File: config.mk
export PLATFORM = sky130hd
export DESIGN_NAME = fpu_addsub_hs_flat
export DESIGN_NICKNAME = d
export VERILOG_FILES = /design/src/rtl/fpu_addsub_hs_pkg.sv /design/src/rtl/fpu_addsub_hs_if.sv /design/src/rtl/fpu_addsub_hs_lzc_sgf.sv /design/src/rtl/fpu_addsub_hs.sv /design/src/flat_wrapper.sv
export SDC_FILE = /design/constraint.sdc
export NUM_CORES = 1
export LEC_CHECK = 0
export CORE_ASPECT_RATIO = 0.7
export CORE_MARGIN = 8
export CORE_UTILIZATION = 30
export DETAILED_ROUTE_END_ITERATION = 8
export HOLD_SLACK_MARGIN = 0.08
export SYNTH_ARGS = -nofsm -noshare
export SYNTH_HDL_FRONTEND = slang
export SYNTH_SLANG_ARGS = --single-unit
File: constraint.sdc
create_clock -name clk -period 7 [get_ports clk]
set_input_delay 1.75 -clock clk [delete_from_list [all_inputs] [get_ports clk]]
set_output_delay 1.75 -clock clk [all_outputs]
set_load 0.05 [all_outputs]
File: src/rtl/fpu_addsub_hs_pkg.sv
// rtl/fpu_addsub_hs_pkg.sv - shared types and constants for the add/subtract unit
// Contents: rounding-mode codes, FSM state encoding, quiet-NaN pattern builder.
package fpu_pkg;

  localparam logic [1:0] RM_RNE = 2'b00;  // nearest, ties to even
  localparam logic [1:0] RM_RTZ = 2'b01;  // toward zero
  localparam logic [1:0] RM_RUP = 2'b10;  // toward +inf
  localparam logic [1:0] RM_RDN = 2'b11;  // toward -inf

  typedef enum logic [2:0] {
    S_IDLE,
    S_UNPACK,
    S_ALIGN,
    S_ADD,
    S_NORM,
    S_ROUND,
    S_DONE
  } state_t;

  // Canonical quiet NaN: sign 0, exponent all ones, only the fraction MSB set.
  function automatic logic [63:0] fpu_qnan(input int unsigned w, input int unsigned w_exp,
                                           input int unsigned w_sgf);
    logic [63:0] ones;
    logic [63:0] mask;
    ones = (64'd1 << w_exp) - 64'd1;
    mask = (64'd1 << w) - 64'd1;
    return ((ones << w_sgf) | (64'd1 << (w_sgf - 1))) & mask;
  endfunction

endpackage

File: src/rtl/fpu_addsub_hs_if.sv
// rtl/fpu_addsub_hs_if.sv - operand/result handshake bundle for the add/subtract unit
// Signals: in_valid/in_ready + Data_X, Data_Y, add_subt, r_mode (operand side);
//          out_valid/out_ready + final_result_ieee and four exception flags (result side).
// Modports: master = operand source / result sink, slave = the arithmetic unit.
interface fpu_addsub_hs_if #(
  parameter int W = 32
);
  logic         in_valid;
  logic         in_ready;
  logic [W-1:0] Data_X;
  logic [W-1:0] Data_Y;
  logic         add_subt;
  logic [1:0]   r_mode;
  logic         out_valid;
  logic         out_ready;
  logic [W-1:0] final_result_ieee;
  logic         overflow_flag;
  logic         underflow_flag;
  logic         invalid_flag;
  logic         inexact_flag;

  modport master (
    output in_valid, Data_X, Data_Y, add_subt, r_mode, out_ready,
    input  in_ready, out_valid, final_result_ieee,
           overflow_flag, underflow_flag, invalid_flag, inexact_flag
  );

  modport slave (
    input  in_valid, Data_X, Data_Y, add_subt, r_mode, out_ready,
    output in_ready, out_valid, final_result_ieee,
           overflow_flag, underflow_flag, invalid_flag, inexact_flag
  );
endinterface

File: src/rtl/fpu_addsub_hs_lzc_sgf.sv
// rtl/fpu_addsub_hs_lzc_sgf.sv - combinational leading-zero counter over the extended significand
// Ports: data_i  [W_Sgf+4] hidden bit, fraction, guard/round/sticky
//        count_o          number of leading zeros (W_Sgf+4 when data_i is zero)
module lzc_sgf #(
  parameter  int W_Sgf = 23,
  localparam int N     = W_Sgf + 4,
  localparam int CW    = $clog2(N + 1)
) (
  input  logic [N-1:0]  data_i,
  output logic [CW-1:0] count_o
);

  // Scan upward so the highest set bit writes last and wins.
  always_comb begin
    count_o = CW'(N);
    for (int i = 0; i < N; i++) begin
      if (data_i[i]) count_o = CW'(N - 1 - i);
    end
  end

endmodule

File: src/rtl/fpu_addsub_hs.sv
// rtl/fpu_addsub_hs.sv - multi-cycle IEEE-754 add/subtract with valid/ready handshakes
// Ports: clk (rising edge), rst (async, active-low),
//        bus (slave modport): operands in on in_valid&in_ready, result and flags
//        held on out_valid until out_ready.
// Sequence: IDLE -> UNPACK -> ALIGN -> ADD -> NORM -> ROUND -> DONE; special operands
// skip from UNPACK to DONE. out_valid is registered one cycle after entering DONE.
module fpu_addsub_hs
  import fpu_pkg::*;
#(
  parameter int W     = 32,
  parameter int W_Exp = 8,
  parameter int W_Sgf = 23
) (
  input logic            clk,
  input logic            rst,
  fpu_addsub_hs_if.slave bus
);

  localparam int E  = W_Exp + 2;          // signed exponent width, never wraps
  localparam int M  = W_Sgf + 4;          // hidden + fraction + guard/round/sticky
  localparam int CW = $clog2(M + 1);
  localparam logic [W-1:0]         QNAN     = W'(fpu_qnan(W, W_Exp, W_Sgf));
  localparam logic [W_Exp-1:0]     EXP_ONES = '1;
  localparam logic [W_Exp-1:0]     EXP_TOPF = EXP_ONES - 1'b1;
  localparam logic [W_Exp-1:0]     SH_MAX   = W_Exp'(W_Sgf + 3);
  localparam logic signed [E-1:0]  EXP_ONE  = 1;
  localparam logic signed [E-1:0]  EXP_MAX  = {2'b00, EXP_ONES};

  state_t state_q, state_d;
  logic [W-1:0] x_q, y_q, res_q;
  logic [1:0]   rm_q;
  logic         sub_q, sign_q, eff_sub_q, zero_q, out_valid_q;
  logic         ovf_q, unf_q, inv_q, inx_q;
  logic signed [E-1:0] exp_q;
  logic [M-1:0] sig_a_q, sig_b_q, norm_q;
  logic [M:0]   sum_q;

  // Operand fields; sy is Y's sign after folding in the requested operation.
  logic [W_Exp-1:0] ex, ey, big_e, small_e, diff, sh;
  logic [W_Sgf-1:0] fx, fy, big_f, small_f;
  logic sx, sy, x_zero, y_zero, x_max, y_max, x_nan, y_nan, x_inf, y_inf, special, y_big;
  assign ex = x_q[W-2:W_Sgf];
  assign ey = y_q[W-2:W_Sgf];
  assign fx = x_q[W_Sgf-1:0];
  assign fy = y_q[W_Sgf-1:0];
  assign sx = x_q[W-1];
  assign sy = y_q[W-1] ^ sub_q;
  assign x_zero = (ex == '0);
  assign y_zero = (ey == '0);
  assign x_max  = (ex == EXP_ONES);
  assign y_max  = (ey == EXP_ONES);
  assign x_nan  = x_max & (|fx);
  assign y_nan  = y_max & (|fy);
  assign x_inf  = x_max & ~(|fx);
  assign y_inf  = y_max & ~(|fy);
  assign special = x_max | y_max | x_zero | y_zero;

  logic [W-1:0] spec_res;
  logic         spec_inv;
  always_comb begin
    spec_res = '0;
    spec_inv = 1'b0;
    if (x_nan | y_nan) begin
      spec_res = QNAN;
      spec_inv = (x_nan & ~fx[W_Sgf-1]) | (y_nan & ~fy[W_Sgf-1]);
    end else if (x_inf & y_inf & (sx != sy)) begin
      spec_res = QNAN;
      spec_inv = 1'b1;
    end else if (x_inf) begin
      spec_res = {sx, x_q[W-2:0]};
    end else if (y_inf) begin
      spec_res = {sy, y_q[W-2:0]};
    end else if (x_zero & y_zero) begin
      spec_res = {(rm_q == RM_RDN) ? (sx | sy) : (sx & sy), {(W-1){1'b0}}};
    end else if (x_zero) begin
      spec_res = {sy, y_q[W-2:0]};
    end else begin
      spec_res = {sx, x_q[W-2:0]};
    end
  end

  // Alignment: larger magnitude becomes operand A; B is shifted right with the
  // spilled-out bits folded into its sticky position.
  logic [2*M-1:0] wide;
  logic [M-1:0]   aligned;
  assign y_big   = y_q[W-2:0] > x_q[W-2:0];
  assign big_e   = y_big ? ey : ex;
  assign small_e = y_big ? ex : ey;
  assign big_f   = y_big ? fy : fx;
  assign small_f = y_big ? fx : fy;
  assign diff    = big_e - small_e;
  assign sh      = (diff > SH_MAX) ? SH_MAX : diff;
  assign wide    = {1'b1, small_f, 3'b000, {M{1'b0}}} >> sh;
  assign aligned = {wide[2*M-1:M+1], wide[M] | (|wide[M-1:0])};

  logic [M:0] sum_d;
  assign sum_d = eff_sub_q ? ({1'b0, sig_a_q} - {1'b0, sig_b_q})
                           : ({1'b0, sig_a_q} + {1'b0, sig_b_q});

  logic [CW-1:0]       lz;
  logic signed [E-1:0] lz_ext, norm_exp_d;
  logic [M-1:0]        norm_d;
  lzc_sgf #(.W_Sgf(W_Sgf)) u_lzc (.data_i(sum_q[M-1:0]), .count_o(lz));
  assign lz_ext = {{(E-CW){1'b0}}, lz};

  always_comb begin
    norm_d     = '0;
    norm_exp_d = exp_q;
    if (sum_q[M]) begin
      norm_d     = {sum_q[M:2], sum_q[1] | sum_q[0]};
      norm_exp_d = exp_q + EXP_ONE;
    end else begin
      norm_d     = sum_q[M-1:0] << lz;
      norm_exp_d = exp_q - lz_ext;
    end
  end

  // Rounding on norm_q: [M-1]=hidden, [M-2:3]=fraction, [2]=guard, [1]=round, [0]=sticky.
  logic [W_Sgf+1:0]    mant;
  logic signed [E-1:0] exp_r, carry_inc;
  logic [W-1:0]        rnd_res;
  logic up, inexact, to_inf, rnd_ovf, rnd_unf, rnd_inx;
  always_comb begin
    rnd_res = '0;
    rnd_ovf = 1'b0;
    rnd_unf = 1'b0;
    rnd_inx = 1'b0;
    inexact = |norm_q[2:0];
    case (rm_q)
      RM_RNE:  up = norm_q[2] & (norm_q[1] | norm_q[0] | norm_q[3]);
      RM_RTZ:  up = 1'b0;
      RM_RUP:  up = inexact & ~sign_q;
      default: up = inexact & sign_q;
    endcase
    mant      = {1'b0, norm_q[M-1:3]} + {{(W_Sgf+1){1'b0}}, up};
    carry_inc = {{(E-1){1'b0}}, mant[W_Sgf+1]};
    exp_r     = exp_q + carry_inc;
    to_inf    = (rm_q == RM_RNE) | ((rm_q == RM_RUP) & ~sign_q) | ((rm_q == RM_RDN) & sign_q);
    if (zero_q) begin
      rnd_res = {rm_q == RM_RDN, {(W-1){1'b0}}};
    end else if (exp_q < EXP_ONE) begin
      rnd_res = {sign_q, {(W-1){1'b0}}};
      rnd_unf = 1'b1;
      rnd_inx = 1'b1;
    end else if (exp_r >= EXP_MAX) begin
      rnd_res = to_inf ? {sign_q, EXP_ONES, {W_Sgf{1'b0}}} : {sign_q, EXP_TOPF, {W_Sgf{1'b1}}};
      rnd_ovf = 1'b1;
      rnd_inx = 1'b1;
    end else begin
      // On a rounding carry the fraction field is all zeros either way.
      rnd_res = {sign_q, exp_r[W_Exp-1:0],
                 mant[W_Sgf+1] ? mant[W_Sgf:1] : mant[W_Sgf-1:0]};
      rnd_inx = inexact;
    end
  end

  always_comb begin
    state_d = state_q;
    case (state_q)
      S_IDLE:   if (bus.in_valid) state_d = S_UNPACK;
      S_UNPACK: state_d = special ? S_DONE : S_ALIGN;
      S_ALIGN:  state_d = S_ADD;
      S_ADD:    state_d = S_NORM;
      S_NORM:   state_d = S_ROUND;
      S_ROUND:  state_d = S_DONE;
      S_DONE:   if (out_valid_q & bus.out_ready) state_d = S_IDLE;
      default:  state_d = S_IDLE;
    endcase
  end

  always_ff @(posedge clk or negedge rst) begin
    if (!rst) begin
      state_q <= S_IDLE;
      x_q <= '0;  y_q <= '0;  sub_q <= 1'b0;  rm_q <= RM_RNE;
      res_q <= '0;  out_valid_q <= 1'b0;
      ovf_q <= 1'b0;  unf_q <= 1'b0;  inv_q <= 1'b0;  inx_q <= 1'b0;
      sign_q <= 1'b0;  eff_sub_q <= 1'b0;  zero_q <= 1'b0;  exp_q <= '0;
      sig_a_q <= '0;  sig_b_q <= '0;  sum_q <= '0;  norm_q <= '0;
    end else begin
      state_q <= state_d;
      case (state_q)
        S_IDLE: if (bus.in_valid) begin
          x_q <= bus.Data_X;  y_q <= bus.Data_Y;
          sub_q <= bus.add_subt;  rm_q <= bus.r_mode;
          res_q <= '0;
          ovf_q <= 1'b0;  unf_q <= 1'b0;  inv_q <= 1'b0;  inx_q <= 1'b0;
        end
        S_UNPACK: if (special) begin
          res_q <= spec_res;
          inv_q <= spec_inv;
        end
        S_ALIGN: begin
          sign_q    <= y_big ? sy : sx;
          eff_sub_q <= sx ^ sy;
          exp_q     <= {2'b00, big_e};
          sig_a_q   <= {1'b1, big_f, 3'b000};
          sig_b_q   <= aligned;
        end
        S_ADD:  sum_q <= sum_d;
        S_NORM: begin
          norm_q <= norm_d;
          exp_q  <= norm_exp_d;
          zero_q <= (sum_q == '0);
        end
        S_ROUND: begin
          res_q <= rnd_res;
          ovf_q <= rnd_ovf;  unf_q <= rnd_unf;  inx_q <= rnd_inx;
        end
        S_DONE: begin
          if (!out_valid_q)        out_valid_q <= 1'b1;
          else if (bus.out_ready)  out_valid_q <= 1'b0;
        end
        default: ;
      endcase
    end
  end

  assign bus.in_ready          = (state_q == S_IDLE);
  assign bus.out_valid         = out_valid_q;
  assign bus.final_result_ieee = res_q;
  assign bus.overflow_flag     = ovf_q;
  assign bus.underflow_flag    = unf_q;
  assign bus.invalid_flag      = inv_q;
  assign bus.inexact_flag      = inx_q;

endmodule

File: src/flat_wrapper.sv
// flat-port wrapper written by rule: the top's interface ports become plain ports
module fpu_addsub_hs_flat import fpu_pkg::*;
#(
  parameter int W     = 32,
  parameter int W_Exp = 8,
  parameter int W_Sgf = 23
)
  (clk, rst, bus_in_valid, bus_Data_X, bus_Data_Y, bus_add_subt, bus_r_mode, bus_out_ready, bus_in_ready, bus_out_valid, bus_final_result_ieee, bus_overflow_flag, bus_underflow_flag, bus_invalid_flag, bus_inexact_flag);
  fpu_addsub_hs_if #(.W(W)) bus_i ();
  input logic clk;
  input logic rst;
  input wire logic [$bits(bus_i.in_valid)-1:0] bus_in_valid;
  input wire logic [$bits(bus_i.Data_X)-1:0] bus_Data_X;
  input wire logic [$bits(bus_i.Data_Y)-1:0] bus_Data_Y;
  input wire logic [$bits(bus_i.add_subt)-1:0] bus_add_subt;
  input wire logic [$bits(bus_i.r_mode)-1:0] bus_r_mode;
  input wire logic [$bits(bus_i.out_ready)-1:0] bus_out_ready;
  output wire logic [$bits(bus_i.in_ready)-1:0] bus_in_ready;
  output wire logic [$bits(bus_i.out_valid)-1:0] bus_out_valid;
  output wire logic [$bits(bus_i.final_result_ieee)-1:0] bus_final_result_ieee;
  output wire logic [$bits(bus_i.overflow_flag)-1:0] bus_overflow_flag;
  output wire logic [$bits(bus_i.underflow_flag)-1:0] bus_underflow_flag;
  output wire logic [$bits(bus_i.invalid_flag)-1:0] bus_invalid_flag;
  output wire logic [$bits(bus_i.inexact_flag)-1:0] bus_inexact_flag;
  assign bus_i.in_valid = bus_in_valid;
  assign bus_i.Data_X = bus_Data_X;
  assign bus_i.Data_Y = bus_Data_Y;
  assign bus_i.add_subt = bus_add_subt;
  assign bus_i.r_mode = bus_r_mode;
  assign bus_i.out_ready = bus_out_ready;
  assign bus_in_ready = bus_i.in_ready;
  assign bus_out_valid = bus_i.out_valid;
  assign bus_final_result_ieee = bus_i.final_result_ieee;
  assign bus_overflow_flag = bus_i.overflow_flag;
  assign bus_underflow_flag = bus_i.underflow_flag;
  assign bus_invalid_flag = bus_i.invalid_flag;
  assign bus_inexact_flag = bus_i.inexact_flag;
  fpu_addsub_hs #(.W(W), .W_Exp(W_Exp), .W_Sgf(W_Sgf)) u_core (.clk(clk), .rst(rst), .bus(bus_i));
endmodule
# --- After elaboration in Yosys (flattened, before gate mapping) ---
# Index checks and enable logic that the tools add are counted.
classes:
  n_mux: 75
  addsub: 7
  n_lt_le_gt_ge: 4
  eq_ne: 15
  bitwise_logic: 35
  shift: 2
  reduce_logical: 18
op_table:
  columns: ["cell", "count"]
  rows:
  - ["$mux 32", 9]
  - ["$mux 5", 26]
  - ["$pmux 32 s3", 1]
  - ["$mux 23", 3]
  - ["$mux 31", 2]
  - ["$shr 54x8->54", 1]
  - ["$reduce_or 23->1", 2]
  - ["$gt 31x31->1", 1]
  - ["$add 27x27->28", 1]
  - ["$logic_not 28->1", 1]
  - ["$mux 28", 1]
  - ["$sub 27x27->28", 1]
  - ["$mux 27", 1]
  - ["$reduce_or 27->1", 1]
  - ["$shl 27x5->27", 1]
  - ["$add 24x1->25", 1]
  - ["$mux 24", 1]
  - ["$mux 8", 3]
  - ["$pmux 3 s7", 1]
  - ["$pmux 10 s2", 1]
  - ["$mux 1", 17]
  - ["$and 1x1->1", 16]
  - ["$eq 8x8->1 const B", 2]
  - ["$logic_not 8->1", 2]
  - ["other kinds (29)", 60]
totals:
  elab_cells: 175
  out_inout_bits: 38
  in_bits: 71
  reg_bits: 226

# --- Depth between registers and ports, before layout ---
# Gate-level depths: netlist (run 1).
logic_depth:
  depth_word: 30
  mapped_depth: 32
  depth_no_buf: 29

# --- Modules after synthesis ---
# A second synthesis (run 1) with hierarchy kept.
hier_totals:
  cells_unflattened: 2329
  hier_area_um2: 18532.8
modules_own_cells:
  columns: ["module", "cells_per_inst", "area_per_inst_um2", "instances", "seq_area_each_um2"]
  rows:
  - ["fpu_addsub_hs", 2278, 18255.0, 1, 5655.4]
  - ["lzc_sgf", 51, 277.8, 1, 0.0]

# --- Least setup slack after synthesis (run 1) ---
# Ideal clock, no wire load.
synth_path:
  path_type: "register to register"
  start: "reg u_core.x_q[24]"
  end: "reg u_core.sig_b_q[0]"
  period_less_slack_ns: 6.577
  slack_ns: 0.423
  setup_ns: 0.142
  path_stages_with_launch: 30
  required_ns: 6.858
  path_buffers: 6
  arrival_ns: 6.435
  path_cell_list: "dfrtp_1 -> clkbuf_1 -> inv_1 -> ha_1 -> nand2_1 -> nor3_4 -> nand3_2 -> a31o_2 -> a21oi_4 -> buf_2 -> buf_1 -> clkbuf_1 -> a21oi_1 -> ha_1 -> clkbuf_1 -> nor2b_1 -> o21ai_0 -> mux2_2 -> or4b_1 -> o211a_2 -> buf_2 -> a41o_1 -> o22ai_1 -> nor2_1 -> a221o_1 -> mux2_2 -> nor4_2 -> nand2_1 -> o31ai_1 -> a32oi_1"
synth_via:
  elab_chain_cells: 8
  word_cells_on_any_way: 10
  classes_between: "add/sub (1); order compare (2); shift (1); mux (4); bitwise (1); reduce/logical (1)"
synth_lines:
  columns: ["item", "line", "text"]
  rows:
  - ["start, declared", "fpu_addsub_hs.sv:30", "logic [W-1:0] x_q, y_q, res_q;"]
  - ["start signal, assigned", "fpu_addsub_hs.sv:183", "x_q <= bus.Data_X; y_q <= bus.Data_Y;"]
  - ["$gt 31x31->1", "fpu_addsub_hs.sv:86", "assign y_big = y_q[W-2:0] > x_q[W-2:0];"]
  - ["$mux 8 (on tied branches)", "fpu_addsub_hs.sv:87, fpu_addsub_hs.sv:88", null]
  - ["$sub 8x8->8", "fpu_addsub_hs.sv:91", "assign diff = big_e - small_e;"]
  - ["$gt 8x5->1", "fpu_addsub_hs.sv:92", "assign sh = (diff > SH_MAX) ? SH_MAX : diff;"]
  - ["$mux 8", "fpu_addsub_hs.sv:92", null]
  - ["$shr 54x8->54 (*)", "fpu_addsub_hs.sv:93", "assign wide = {1'b1, small_f, 3'b000, {M{1'b0}}} >> sh;"]
  - ["$reduce_or 27->1", "fpu_addsub_hs.sv:94", "assign aligned = {wide[2*M-1:M+1], wide[M] | (|wide[M-1:0])};"]
  - ["$or 1x1->1 (*)", "fpu_addsub_hs.sv:94", null]
  - ["end signal, assigned", "fpu_addsub_hs.sv:197", "sig_b_q <= aligned;"]
  - ["end, declared", "fpu_addsub_hs.sv:35", "logic [M-1:0] sig_a_q, sig_b_q, norm_q;"]
# Mark *: on every way between the ends. The rest lies on a longest branch, timed or not.
# A chain may end at the register's enable or synchronous reset.

# --- Worst setup path in the final report (run 1) ---
# Ends and elaborated chain as after synthesis.

==> impl_metrics.toml, run 1 <==
[run_status]
outcome = "finished clean"

[clocking]
postCtsHoldBufs = 0
cts_max_level = 1
cts_made_buffers = 25
cts_tree = "done"
insertion_delay_ns = 0.59
root_buffer = "clkbuf_16"
cts_buffer_depth = 3
clkTransAtPathRegs_ns = 0.07
cts_sinks = 226

[layout]
insertedDiodeCount = 0
final_util_pct = 34.7
drive_above_1_share_pct = 8.98
num-nets-final = 2481
areaGrowthSynthToFinish_pct = 15.4

[timing]
setup_viol = 0
slew_viol_final = 0
hold_viol = 0
setup_slack_ns = 0.351
tightest_slew_ns = 1.03
skew_ns = 0.0184
post-route-min-period_ns = 6.65
fmax_mhz = 150
fin_crit_sh_pct = 95.0
max-slew-margin-rel_pct = 29.6
grt_setup_unrepaired = "false"
setup_tns_ns = 0

[route]
drt_iter0_markers = 2435
antenna_left = 0
via_per_inst = 5.79
firstDrtPassIters = 6
drt_wl_total_um = 72300
num_vias = 18200
wl_per_cell_um = 23.0
drc = 0

[logic_synthesis]
async_flop_share_pct = 100
syn_area_um2 = 18400
yosysWarnings = 0
synth_edf_count = 0
ys_ff_latch = 226
syn-instance-count = 2271
syn_nets = 2443
ys.flop_type = "dfrtp_1"
syn_area_per_cell_um2 = 8.09
yosysUniqueCellTypes = 97
yosysSeqAreaShare_pct = 30.8

[worst_setup_path]
cp_data_arrival_time_ns = 7.06
slowest_stage = "or4b_1"
cp-start-kind = "flop"
crit_type = "reg2reg"
worstPathRequired_ns = 7.41
critical_path.endpoint_type = "flop"
critical-path-max-stage-delay_ns = 0.57
worstPathMaxFanout = 14
cp_common_cell = "o21ai_0"

[floorplanning]
start_util_pct = 30.1
fp.coreArea_um2 = 61000
std_cell_rows = 76
chipHeight_um = 223
die_width_um = 312
boundaryPins = 109
die_area_um2 = 69500

[placement]
dp_hpwl_um = 55500
gp_congestion = 0.985
pre_cts_ws_ns = 0.413
port_buffers = 108

[global_routing]
grt_overflow = 0
antenna_found_initial = 1
grt_max_degree = 126
grt_pass1_vias = 17300
grt_util_all_layers_pct = 19.8
grt_pass1_wl_um = 110000

[run]
cap_violations = 0

[min_path]
worstHoldPathType = "reg2reg"
==> cell families (layout without fill, tap and decap cells) <==
group	after synthesis	in the layout	share of synthesized area, %
simple gates	702	702	18.1
flops	226	226	30.8
xor+xnor	63	63	3.00
fa+ha+maj	101	101	6.96
compound gates	732	732	25.4
mux	169	169	9.69
buf+inv	278	335	6.04
==> what timing repair did <==
| action | CTS | global route |
|---|---|---|
| gates resized for setup | 0 | 2 |
| buffers inserted | 0 | 0 |
| endpoints found under the setup margin | 0 | 1 |
==> per-layer routing <==
metal  up-vias  track usage [%]  share of wire [%]
li1       8358                -                  -
met1      8910             29.9                 47
met2       871             27.7                 40
met3        93             5.83                 11
met4         2             2.94                1.7
met5         -                0              0.018
==> sequential cells by signal (all words and copies together), names as in the netlist <==
register / cells
u_core.bus.inexact_flag: 1
u_core.bus.overflow_flag: 1
u_core.eff_sub_q: 1
u_core.x_q: 32
u_core.bus.out_valid: 1
u_core.sum_q: 28
u_core.rm_q: 2
u_core.bus.final_result_ieee: 32
u_core.sub_q: 1
u_core.zero_q: 1
u_core.bus.underflow_flag: 1
u_core.y_q: 32
u_core.sign_q: 1
u_core.state_q: 3
u_core.bus.invalid_flag: 1
u_core.sig_b_q: 27
u_core.sig_a_q: 24
u_core.norm_q: 27
u_core.exp_q: 10
==> through the flow <==
stage	hold WS (ns)	cell area (um^2)	instances
finish	0.484	21200	3147
floorplan	0.450	18400	2271
detailed placement	0.471	20300	3101
CTS	0.488	21200	3147
global placement	0.472	20300	3101
global route	0.499	21200	3147
==> synth_stat cells, types with 10 or more instances <==
cell type / instances / area, um^2
nand2_1: 264 / 991
o21ai_0: 247 / 1240
dfrtp_1: 226 / 5660
nor2_1: 174 / 653
a21oi_1: 154 / 771
clkbuf_1: 119 / 447
inv_1: 113 / 424
mux2i_1: 108 / 1080
ha_1: 99 / 1240
mux2_2: 60 / 676
nand3_1: 42 / 210
o22ai_1: 42 / 263
nor3_1: 39 / 195
xnor2_1: 39 / 342
and3_1: 30 / 188
a211oi_1: 29 / 218
o211ai_1: 27 / 203
a22o_1: 26 / 228
nor4_1: 26 / 163
a221oi_1: 24 / 210
xor2_1: 24 / 210
nand4_1: 23 / 144
a32oi_1: 22 / 193
a31oi_1: 21 / 131
nand2b_1: 20 / 125
buf_2: 19 / 95.1
buf_1: 18 / 67.6
nor2b_1: 17 / 106
a2111oi_0: 16 / 140
a21o_1: 16 / 120
o21bai_1: 16 / 120
o31ai_1: 10 / 75.1
or3_1: 10 / 62.6
==> layout make-up <==
| type | instances | area (um^2) |
|---|---|---|
| clock buffers | 35 | 713 |
| clock inverters | 11 | 125 |
| fillers | 6350 | 39900 |
| inverters | 113 | 424 |
| multi-input cells | 1767 | 11600 |
| flip-flops and latches | 226 | 5660 |
| well taps | 819 | 1020 |
| repair buffers | 176 | 1610 |
==> cell usage in the layout, fill, tap and decap left out, types with 67 or more instances in the layout <==
master,netlist,final
nor2_1,174,171
mux2i_1,108,108
clkdlybuf4s50_1,0,107
dfrtp_1,226,226
buf_4,5,67
inv_1,113,113
ha_1,99,98
o21ai_0,247,247
nand2_1,264,264
a21oi_1,154,154
==> worst max-delay path, delay by kind of cell, from the launching register on <==
| family | cells | cell delay, ns |
|---|---|---|
| mux | 3 | 0.75 |
| compound gates | 13 | 2.51 |
| buf+inv | 3 | 0.66 |
| simple gates | 6 | 1.22 |
| flops | 1 | 0.52 |
| xor+xnor | 1 | 0.26 |
| fa+ha+maj | 2 | 0.56 |
==> final timing paths <==
check,startpoint,to,slack (ns),cells after the start
setup / recovery,u_core.x_q[24],u_core.sig_b_q[0],0.35,28
hold / removal,u_core.bus.final_result_ieee[29],u_core.bus.final_result_ieee[29],0.48,2
setup reg to reg,u_core.x_q[24],u_core.sig_b_q[0],0.35,28
hold reg to reg,u_core.bus.final_result_ieee[29],u_core.bus.final_result_ieee[29],0.48,2
max in group asynchronous,rst,u_core.x_q[12],4.58,2
min in group asynchronous,rst,u_core.norm_q[15],1.21,1
Power of run 1 is not shown: default switching activity piles up to over one toggle a cycle in this logic, so the estimate is an artifact.
==> inputs of run 2 (changes only) <==
Settings changed: SLEW_MARGIN from default to 10.
==> results of run 2 <==
Final layout, timing and power as in run 1 (identical DEF).
Power of run 2 is left out for the same reason.
